$ cat config.mk
export PLATFORM = sky130hd
export DESIGN_NAME = sm_result_collector
export DESIGN_NICKNAME = d
export VERILOG_FILES = /design/src/rtl/sm_result_pkg.sv /design/src/rtl/sm_result_fifo.sv /design/src/rtl/sm_result_collector.sv
export SDC_FILE = /design/constraint.sdc
export NUM_CORES = 1
export LEC_CHECK = 0
export CORE_ASPECT_RATIO = 0.8
export CORE_MARGIN = 5
export CORE_UTILIZATION = 56
export CTS_BUF_LIST = sky130_fd_sc_hd__clkbuf_8
export DETAILED_ROUTE_END_ITERATION = 10
export PLACE_DENSITY = 0.78
export SLEW_MARGIN = 15
export SYNTH_ARGS = -nofsm -noshare
export SYNTH_HDL_FRONTEND = slang
export SYNTH_SLANG_ARGS = --single-unit
export TNS_END_PERCENT = 1
$ cat constraint.sdc
create_clock -name clk -period 3.4 [get_ports clk]
set_input_delay 0.34 -clock clk [delete_from_list [all_inputs] [get_ports clk]]
set_output_delay 0.34 -clock clk [all_outputs]
set_load 0.01 [all_outputs]
$ cat src/rtl/sm_result_pkg.sv
// Shared definitions for the stack machine result collector: error codes,
// collector FSM encoding, record widths and a saturating-increment helper.
package sm_result_pkg;

  localparam int DATA_W_DEF = 20;
  localparam int ERR_W      = 3;
  localparam int SEQ_W      = 8;
  localparam int REC_W      = DATA_W_DEF + ERR_W + SEQ_W;

  localparam logic [ERR_W-1:0] ERR_OK      = 3'b000;
  localparam logic [ERR_W-1:0] ERR_STK     = 3'b001;
  localparam logic [ERR_W-1:0] ERR_UND     = 3'b010;
  localparam logic [ERR_W-1:0] ERR_RESTORE = 3'b100;

  typedef enum logic [1:0] {
    RUN   = 2'd0,
    DRAIN = 2'd1,
    DONE  = 2'd2
  } state_t;

  function automatic logic [7:0] sat_inc(input logic [7:0] v);
    return (v == 8'hFF) ? v : v + 8'd1;
  endfunction

endpackage

$ cat src/rtl/sm_result_fifo.sv
// Synchronous FIFO with registered storage; pointers carry one extra wrap bit
// so full and empty are distinguished without an occupancy counter.
module sm_result_fifo #(
  parameter int DEPTH = 8,
  parameter int W     = 31
) (
  input  logic         clk,
  input  logic         rst,
  input  logic         push,
  input  logic         pop,
  input  logic [W-1:0] wr_data,
  output logic [W-1:0] rd_data,
  output logic         full,
  output logic         empty
);

  localparam int AW = $clog2(DEPTH);

  logic [AW:0]  wr_ptr;
  logic [AW:0]  rd_ptr;
  logic [W-1:0] mem [DEPTH];

  // Storage is cleared on reset so the head outputs read as zero.
  always_ff @(posedge clk) begin
    if (rst) begin
      wr_ptr <= '0;
      rd_ptr <= '0;
      for (int i = 0; i < DEPTH; i++) mem[i] <= '0;
    end else begin
      if (push) begin
        mem[wr_ptr[AW-1:0]] <= wr_data;
        wr_ptr              <= wr_ptr + (AW+1)'(1);
      end
      if (pop) rd_ptr <= rd_ptr + (AW+1)'(1);
    end
  end

  assign rd_data = mem[rd_ptr[AW-1:0]];
  assign empty   = (wr_ptr == rd_ptr);
  assign full    = (wr_ptr[AW] != rd_ptr[AW]) &&
                   (wr_ptr[AW-1:0] == rd_ptr[AW-1:0]);

endmodule

$ cat src/rtl/sm_result_collector.sv
// Result collector: tags and queues stack machine results, counts categories,
// hands records to a host. Optional checksum: SM_RESULT_COLLECTOR_CHKSUM_EN.
module sm_result_collector
  import sm_result_pkg::*;
#(
  parameter int DEPTH  = 8,
  parameter int DATA_W = 20
) (
  input  logic              clk,
  input  logic              rst,
  input  logic              d_valid,
  input  logic [DATA_W-1:0] out_data,
  input  logic [2:0]        err_code,
  input  logic              fin,
  output logic              o_valid,
  input  logic              o_ready,
  output logic [DATA_W-1:0] o_data,
  output logic [2:0]        o_err,
  output logic [7:0]        o_seq,
  output logic [7:0]        ok_cnt,
  output logic [7:0]        stk_cnt,
  output logic [7:0]        und_cnt,
  output logic [7:0]        rst_cnt,
  output logic [7:0]        drop_cnt,
  output logic              done,
  output logic [DATA_W-1:0] chksum,
  output logic [1:0]        state_dbg
);

  localparam int RW = DATA_W + ERR_W + SEQ_W;

  // Host handshake: a record transfers on any cycle with o_valid && o_ready;
  // o_valid never depends on o_ready, and the head holds until accepted.
  logic          full, empty, push, pop, drop;
  logic [RW-1:0] rd_rec;
  logic [7:0]    seq;
  state_t        state, state_nxt;

  assign o_valid = !empty;
  assign pop     = o_valid && o_ready;
  assign push    = d_valid && (!full || pop);
  assign drop    = d_valid && full && !pop;

  sm_result_fifo #(.DEPTH(DEPTH), .W(RW)) u_fifo (
    .clk     (clk),
    .rst     (rst),
    .push    (push),
    .pop     (pop),
    .wr_data ({out_data, err_code, seq}),
    .rd_data (rd_rec),
    .full    (full),
    .empty   (empty)
  );

  assign {o_data, o_err, o_seq} = rd_rec;

  always_ff @(posedge clk) begin
    if (rst) begin
      seq      <= '0;
      ok_cnt   <= '0;
      stk_cnt  <= '0;
      und_cnt  <= '0;
      rst_cnt  <= '0;
      drop_cnt <= '0;
    end else if (d_valid) begin
      seq <= seq + 8'd1;
      case (err_code)
        ERR_OK:      ok_cnt  <= sat_inc(ok_cnt);
        ERR_STK:     stk_cnt <= sat_inc(stk_cnt);
        ERR_RESTORE: rst_cnt <= sat_inc(rst_cnt);
        default:     und_cnt <= sat_inc(und_cnt);
      endcase
      if (drop) drop_cnt <= sat_inc(drop_cnt);
    end
  end

  always_ff @(posedge clk) begin
    if (rst) state <= RUN;
    else     state <= state_nxt;
  end

  // RUN is left only once; fin is treated as sticky by never returning.
  always_comb begin
    state_nxt = state;
    case (state)
      RUN:     if (fin) state_nxt = DRAIN;
      DRAIN:   if (empty && !push) state_nxt = DONE;
      DONE:    if (d_valid) state_nxt = DRAIN;
      default: state_nxt = RUN;
    endcase
  end

  assign done      = (state == DONE);
  assign state_dbg = state;

`ifdef SM_RESULT_COLLECTOR_CHKSUM_EN
  // Dropped ok results still contribute, so the sum reflects everything produced.
  always_ff @(posedge clk) begin
    if (rst)                             chksum <= '0;
    else if (d_valid && err_code == ERR_OK) chksum <= chksum + out_data;
  end
`else
  assign chksum = '0;
`endif

endmodule

=== After elaboration in Yosys (flattened, before gate mapping) ===
Memories as Yosys holds them, arrays and structs flattened. A register that Yosys moved wholly into a read port is not among the register bits.
Cells that the tools add are included.
W data, S select, Z words.

* Flip-flop bits (word level): 58
* Bits in writable memories: 248
* Output and inout bits: 95
* Memories kept: 1

* $add $sub $neg: 8
* Eq/ne operators: 15
* Multiplexer cells: 14
* Bitwise logic cells: 6
* Reductions and logical operators: 21

{| class="wikitable"
|+ Memories
! name !! depth !! width !! read ports !! clocked after memory_dff !! wr ports !! RTL line !! RTL
|-
| u_fifo.mem || 8 || 31 || 1 || 1 || 8 || sm_result_fifo.sv:21 || <nowiki>logic [W-1:0] mem [DEPTH];</nowiki>
|}

{| class="wikitable"
|+ Operators with widths
! cell !! count
|-
| $add A8 B1 Y8 const B || 6
|-
| $eq A8 B8 Y1 const B || 5
|-
| $mux W31 || 1
|-
| $reduce_or A31 Y1 || 1
|-
| $reduce_and A3 Y1 || 6
|-
| $mux W3 || 3
|-
| $add A4 B1 Y4 const B || 2
|-
| $logic_and A1 B1 Y1 || 6
|-
| $mux W1 || 6
|-
| $mux W2 || 3
|-
| $ne A2 B2 Y1 const B || 3
|-
| $not A1 Y1 || 6
|-
| $pmux W2 S3 || 1
|-
| $eq A4 B4 Y1 || 1
|-
| $logic_not A1 Y1 || 4
|-
| $eq A3 B1 Y1 const B || 1
|-
| $eq A3 B3 Y1 || 1
|-
| $eq A3 B3 Y1 const B || 1
|-
| $logic_not A3 Y1 || 1
|-
| $reduce_or A3 Y1 || 1
|-
| $eq A2 B1 Y1 const B || 1
|-
| $eq A2 B2 Y1 const B || 1
|-
| $logic_not A2 Y1 || 1
|-
| $logic_or A1 B1 Y1 || 1
|-
| $ne A1 B1 Y1 || 1
|}

=== Depth between registers and ports, before layout ===
Gate-level depths: netlist (run 1).

* Depth in word-level cells: 10
* Depth in mapped cells: 8
* Mapped depth without buffers: 5

=== By module ===
From an unflattened synthesis (run 1), not the netlist that was laid out.

* Cells, all modules: 986
* Area, all modules: 14,362.5 µm²

{| class="wikitable"
|+ By module, submodules not included
! module !! times used !! cells an instance !! area an instance (µm²)
|-
| sm_result_fifo || 1 || 696 || 11,788.8
|-
| sm_result_collector || 1 || 290 || 2,573.7
|}

=== Worst setup path after synthesis (run 1) ===
Ideal clock, no wire load.

* Path type: register to register
* Start point: register u_fifo.wr_ptr[2]
* End point: memory u_fifo.mem[2][0] (enable)
* Setup time: 0.426 ns
* Arrival: 2.694 ns
* Required time: 2.974 ns
* Setup slack: 0.281 ns
* Cell stages (with the launch flop): 8
* Path buffers: 3
* Path through: dfxtp_1 clkbuf_1 xor2_1 or3_1 buf_6 buf_6 o21ai_1 o21bai_1

{| class="wikitable"
|+ RTL lines
! what !! RTL line !! RTL
|-
| start, declared || sm_result_fifo.sv:19 || <nowiki>logic [AW:0] wr_ptr;</nowiki>
|-
| start signal, assigned || sm_result_fifo.sv:32 || <nowiki>wr_ptr <= wr_ptr + (AW+1)'(1);</nowiki>
|-
| end, declared || sm_result_fifo.sv:21 ||
|}

==> reports/metrics.yaml, run 1 <==
yosysWarningCount: 0
antenna_left: 0
async_flop_share_pct: 0
period_minus_slack_ps: 3080
synth_top_area_cell: "edfxtp_1"
reg2reg_depth: 5
grt_pass1_wl_mm: 49.7
synth_area_leaders: "edfxtp_1 53%, mux4_2 10%, dfxtp_1 8.8%"
min_path_cells: 2
vias: 9142
fin_crit_sh_pct: 90.7
port_buffers: 102
grt_remaining_overflow: 0
instances_no_fill: 1547
synthDominantCellAreaShare_pct: 53.5
clock_skew_ps: 12.9
die_height_um: 151
leakagePower_nw: 5.60
fin_hold_ws_ps: 243
drv_slew: 0
dpl_worst_slack_ps: 638
fmax_mhz: 324
fillCellCount: 1781
vdd_drop_max_v: 0.000248
yosysUniqueCellTypes: 46
fin_tns_setup_ps: 0
min_from: "rst"
worst_pin_slew_ps: 828
power_density_mw_per_mm2: 518
synth-main-ff-cell: "edfxtp_1"
register_area_sq_mm: 0.00867
cts_resized: 0
dp.cells: 1459
die_area_sq_mm: 0.0281
rsz0062_at_grt: "false"
syn_area_per_cell_sq_um: 13.0
diodes: 0
grt_pass1_vias: 9024
finalNetCount: 1227
required_ps: 3060
cts_root_buf: "clkbuf_8"
seqPwrFrac_pct: 51.7
yosysSeqAreaShare_pct: 62.3
drc: 0
r2r-end: "u_fifo.mem[3][1]$_SDFFCE_PN0P_"
first_pass_iters: 5
cts_tree: "done"
r2r-start: "u_fifo.wr_ptr[0]$_SDFFE_PP0P_"
p_int_w: 0.00626
gp_congestion: 0.807
drive_above_1_share_pct: 19.0
drtIter0Drc: 933
status: "finished, final reports clean"
fin_ws_ps: 318
wire_per_inst_um: 20.7
maxCapViolCount: 0
ioPinCount: 123
comb_power_share_pct: 16.1
area_growth_pct: 16.5
critPathLaunchType: "flip-flop"
final_util_pct: 66.4
coreArea_sq_mm: 0.0244
h-tree-depth: 2
die_x_um: 186
maxSlewHeadroom_pct: 44.1
crit_type: "flip-flop to output port"
hp-class: "input port to flip-flop"
multiInputGateArea_sq_mm: 0.00492
clk_path_buf_depth: 3
routed_via_density: 5.91
grt_max_degree: 41
start_util_pct: 57.0
rows: 51
min_to: "ok_cnt[1]$_SDFFE_PP0P_"
syn_inst: 1073
swShare_pct: 25.6
clkTransAtPathRegs_ps: 60
post_cts_buffers: 0
synth_edf_count: 248
clk_latency_ps: 560
wl_mm: 32.1
numCtsBuffers: 47
cp_max_fo: 29
endpoint_kind: "output port"
hold_violations: 0
netlist_area_sq_mm: 0.0139
cts.sinks: 309
arrival_ps: 2740
hpwl_mm: 19.6
synth_seq_cells: 309
finalSetupViolations: 0
clkPwrFrac_pct: 32.2
gr-usage-all-layers_pct: 22.9
reg2reg_slack_ps: 860
p_switching_w: 0.00215
cts_hold_buf: 0
antenna_found_initial: 0
[registers in the layout, indices dropped and copies added, names as in the netlist, named ones only]
register and cells:
u_fifo.mem 248, ok_cnt 8, drop_cnt 8, u_fifo.rd_ptr 4
seq 8, rst_cnt 8, stk_cnt 8, u_fifo.wr_ptr 4
und_cnt 8, state_dbg 2
[cell usage in the layout (no fill, tap or decap), drive strengths merged, types with 3 or more instances in the layout]
master         count
a21oi             31
and2               3
and3               5
buf               34
clkbuf            48
clkdlybuf4s50    101
clkinv            20
conb              20
dfxtp             61
edfxtp           248
ha                 8
inv               27
mux2              35
mux2i              7
mux4              62
nand2             18
nand2b            38
nand3             17
nand4              9
nor2             277
nor2b             10
nor3               3
o2111ai            4
o211ai             6
o21ai             22
o21bai             4
o31ai             16
or2               30
or3               16
or4               16
xnor2              4
xor2              15
[worst max path at each step]
stage               slack (ps)  depth (start not counted)                     startpoint                              end
global route               160                          4                      flip-flop                         o_err[1]
detailed placement         640                          4                        o_ready  u_fifo.mem[3][23]$_SDFFCE_PN0P_
finish                     320                          4                      flip-flop                         o_seq[6]
floorplan                  280                          7  u_fifo.wr_ptr[2]$_SDFFE_PP0P_   u_fifo.mem[2][0]$_SDFFCE_PN0P_
global placement           730                          4                        o_ready  u_fifo.mem[3][23]$_SDFFCE_PN0P_
CTS                        240                          4                      flip-flop                         o_err[1]
[area by class of cell]
class / instances / area share (%)
Timing Repair Buffer: 135 / 8.47
Clock buffer: 48 / 4.07
Inverter: 9 / 0.208
Tap cell: 318 / 2.45
Clock inverter: 39 / 0.987
Multi-Input combinational cell: 689 / 30.3
Sequential cell: 309 / 53.5
[metal layers]
metal	routed length (um)	up-vias	global-route usage, %
met4	599	0	5.86
met5	0	-	0
li1	-	4131	-
met1	13400	4510	33.1
met2	15300	442	36.1
met3	2830	59	4.68
[through the flow]
stage | total power (W) | cell area (sq um)
final | 0.00841 | 16200
after global routing | 0.00875 | 16200
after CTS | 0.00846 | 16200
after detailed placement | 0.00579 | 15400
after global placement | 0.00575 | 15400
after floorplan | 0.00526 | 14000
[worst max-delay path, stage by stage (launching register included)]
cell and delay (ps):
dfxtp_4 540, buf_12 290, mux4_2 540, mux2_2 300, clkdlybuf4s50_1 480
[synth_stat cells, types with 2 or more instances]
| cell type | instances |
|---|---|
| nand2_1 | 18 |
| nor3_1 | 3 |
| nand4_1 | 9 |
| nand2b_1 | 38 |
| or4_1 | 16 |
| mux2_2 | 35 |
| ha_1 | 8 |
| buf_2 | 25 |
| mux2i_1 | 7 |
| o31ai_1 | 16 |
| clkbuf_1 | 34 |
| a21oi_1 | 31 |
| inv_1 | 9 |
| nand3_1 | 17 |
| nor2_1 | 277 |
| o21ai_0 | 17 |
| xor2_1 | 15 |
| mux4_2 | 62 |
| buf_4 | 21 |
| edfxtp_1 | 248 |
| o21bai_1 | 4 |
| and2_1 | 3 |
| nor2b_1 | 10 |
| or2_2 | 30 |
| o211ai_1 | 6 |
| o2111ai_1 | 4 |
| buf_6 | 2 |
| buf_1 | 3 |
| dfxtp_1 | 61 |
| xnor2_1 | 4 |
| and3_1 | 5 |
| o21ai_1 | 5 |
| a21o_1 | 2 |
| or3_1 | 16 |
[cell families after synthesis]
family | Yosys count | synth area share (%)
compound gates | 91 | 4.12
xor+xnor | 19 | 1.20
fa+ha+maj | 8 | 0.719
buf+inv | 94 | 3.43
flops | 309 | 62.3
mux | 104 | 13.4
other cells | 1 | 0.0269
simple gates | 447 | 14.9
[power groups by stage]
stage	clock network, W	registers (W)	logic [W]
after global routing	0.00294	0.00436	0.00145
after detailed placement	0	0.00443	0.00136
after global placement	0	0.00442	0.00134
after floorplan	0	0.00437	0.000892
final	0.00271	0.00434	0.00135
after CTS	0.00275	0.00435	0.00136
(Power assumes the default switching activity.)
==> inputs of run 2 (changes only) <==
REMOVE_ABC_BUFFERS = 1   (was unset)
==> run 2 against run 1 <==
Against the previous run: die area did not move; register-to-register slack got worse by 270 ps; critical path type unchanged; maximum frequency fell by 3.3%; clock skew rose by 2.2 ps; clock-buffer cell count did not move; critical path depth did not move; worst hold slack got worse by 7.6 ps; sequential share of layout area barely moved; via count fell by 0.40%; routed wire length fell by 0.47%.
==> reports/metrics.yaml, run 2 (synthesis results as in run 1) <==
status: "finished, final reports clean"
cts_root_buf: "clkbuf_8"
arrival_ps: 2850  # +110 ps
seqPwrFrac_pct: 51.8  # about the same
clkTransAtPathRegs_ps: 60  # about the same
fmax_mhz: 314  # -3.3%
cpPeakStageDelay_ps: 680  # +140 ps
gp_congestion: 0.829  # +2.8%
post_cts_buffers: 0  # unchanged
cp_top_family: "multiplexers"
critPathLaunchType: "flip-flop"
min_from: "rst"
antenna_left: 0  # unchanged
swShare_pct: 25.7  # +0.085 points
register_area_sq_mm: 0.00867  # unchanged
period_minus_slack_ps: 3190  # +105 ps
fin_hold_ws_ps: 235  # -7.60 ps
cts.sinks: 309  # unchanged
finalNetCount: 1230  # +0.24%
cp_max_fo: 24  # -17%
p_total_w: 0.00844  # +0.34%
comb_power_share_pct: 15.8  # -0.3 points
endpoint_kind: "output port"
p_switching_w: 0.00217  # +0.67%
finalSetupViolations: 0  # unchanged
drv_slew: 0  # unchanged
power_density_mw_per_mm2: 520  # +0.29%
clk_path_buf_depth: 3  # unchanged
wire_per_inst_um: 20.6  # -0.73%
first_pass_iters: 5  # unchanged
cp.buffers_inverters: 2  # unchanged
final_util_pct: 66.4  # about the same
grt_remaining_overflow: 0  # unchanged
clkPwrFrac_pct: 32.5  # +0.3 points
cts_hold_buf: 0  # unchanged
rows: 51  # unchanged
ioPinCount: 123  # unchanged
gr-usage-all-layers_pct: 23.0  # +0.095 points
multiInputGateArea_sq_mm: 0.00492  # unchanged
maxSlewHeadroom_pct: 28.1  # -16 points
worst_path_max_delay_cell: "dfxtp_4"
port_buffers: 102  # unchanged
clk_latency_ps: 560  # about the same
layout_common_cells: "277 x nor2_1, 248 x edfxtp_1, 101 x clkdlybuf4s50_1, 62 x mux4_2, 58 x dfxtp_1"
worst_pin_slew_ps: 1080  # +248 ps
antenna_found_initial: 1  # +1
layout_commonest_cell: "nor2_1"
vias: 9105  # -0.40%
cts_resized: 0  # unchanged
fin_crit_sh_pct: 93.7  # +3.1 points
rsz0062_at_grt: "false"
hpwl_mm: 19.2  # -1.8%
grt_pass1_vias: 8939  # -0.94%
cp_cell_sequence: "buf_4 > mux4_2 > mux2_2 > clkdlybuf4s50_1"
fin_tns_setup_ps: 0  # unchanged
start_util_pct: 57.0  # unchanged
die_x_um: 186  # unchanged
drive_above_1_share_pct: 19.2  # +0.26 points
maxCapViolCount: 0  # unchanged
die_area_sq_mm: 0.0281  # unchanged
fillCellCount: 1743  # -2.1%
drtIter0Drc: 819  # -12%
crit_type: "flip-flop to output port"
required_ps: 3060  # about the same
h-tree-depth: 2  # unchanged
vdd_drop_max_v: 0.000318  # +28%
drc: 0  # unchanged
wl_mm: 31.9  # -0.47%
clock_skew_ps: 15.0  # +2.19 ps
hold_violations: 0  # unchanged
coreArea_sq_mm: 0.0244  # unchanged
hp-class: "input port to flip-flop"
r2r-start: "u_fifo.wr_ptr[0]$_SDFFE_PP0P_"
regMostFlops: "u_fifo.mem"
cts_tree: "done"
grt_pass1_wl_mm: 49.7  # about the same
die_height_um: 151  # unchanged
numCtsBuffers: 48  # +2.1%
leakagePower_nw: 5.61  # +0.18%
area_growth_pct: 16.6  # about the same
largest_reg_flops: 248  # unchanged
p_int_w: 0.00627  # +0.22%
grt_max_degree: 53  # +29%
routed_via_density: 5.87  # -0.66%
diodes: 0  # unchanged
==> run 2: per-layer routing <==
layer	GRT usage, %	wire [um]	vias up
met2	38.5	15700	420
met5	0	13	-
met4	5.79	556	2
met1	31.4	13000	4497
li1	-	-	4139
met3	4.47	2700	47
==> run 2: final timing paths <==
kind,end,slack (ps),depth (start not counted)
setup / recovery,o_data[15],210,4
hold / removal,und_cnt[0]$_SDFFE_PP0P_,240,2
setup reg to reg,u_fifo.mem[1][13]$_SDFFCE_PN0P_,590,6
hold reg to reg,und_cnt[5]$_SDFFE_PP0P_,490,2
==> run 2: area by class of cell <==
class	count	share of cell area, %
Multi-Input combinational cell	689	30.3
Inverter	9	0.208
Tap cell	318	2.45
Timing Repair Buffer	137	8.43
Clock buffer	48	4.07
Sequential cell	309	53.5
Clock inverter	41	1.06
==> run 2: metrics by stage <==
step / instance area, sq um / setup WS [ps] / cells
after floorplan: 13600 / -528 / 1007
after global placement: 15400 / 694 / 1462
after detailed placement: 15400 / 642 / 1462
after CTS: 16200 / 139 / 1551
after global routing: 16200 / 37.4 / 1551
final: 16200 / 213 / 1551
==> run 2: power by group through the flow <==
stage               combinational (W)  sequential [W]  clock [W]
global route                  0.00142         0.00439    0.00297
global placement              0.00132         0.00444          0
detailed placement            0.00133         0.00445          0
finish                        0.00133         0.00437    0.00274
floorplan                    0.000720         0.00448          0
CTS                           0.00134         0.00437    0.00278
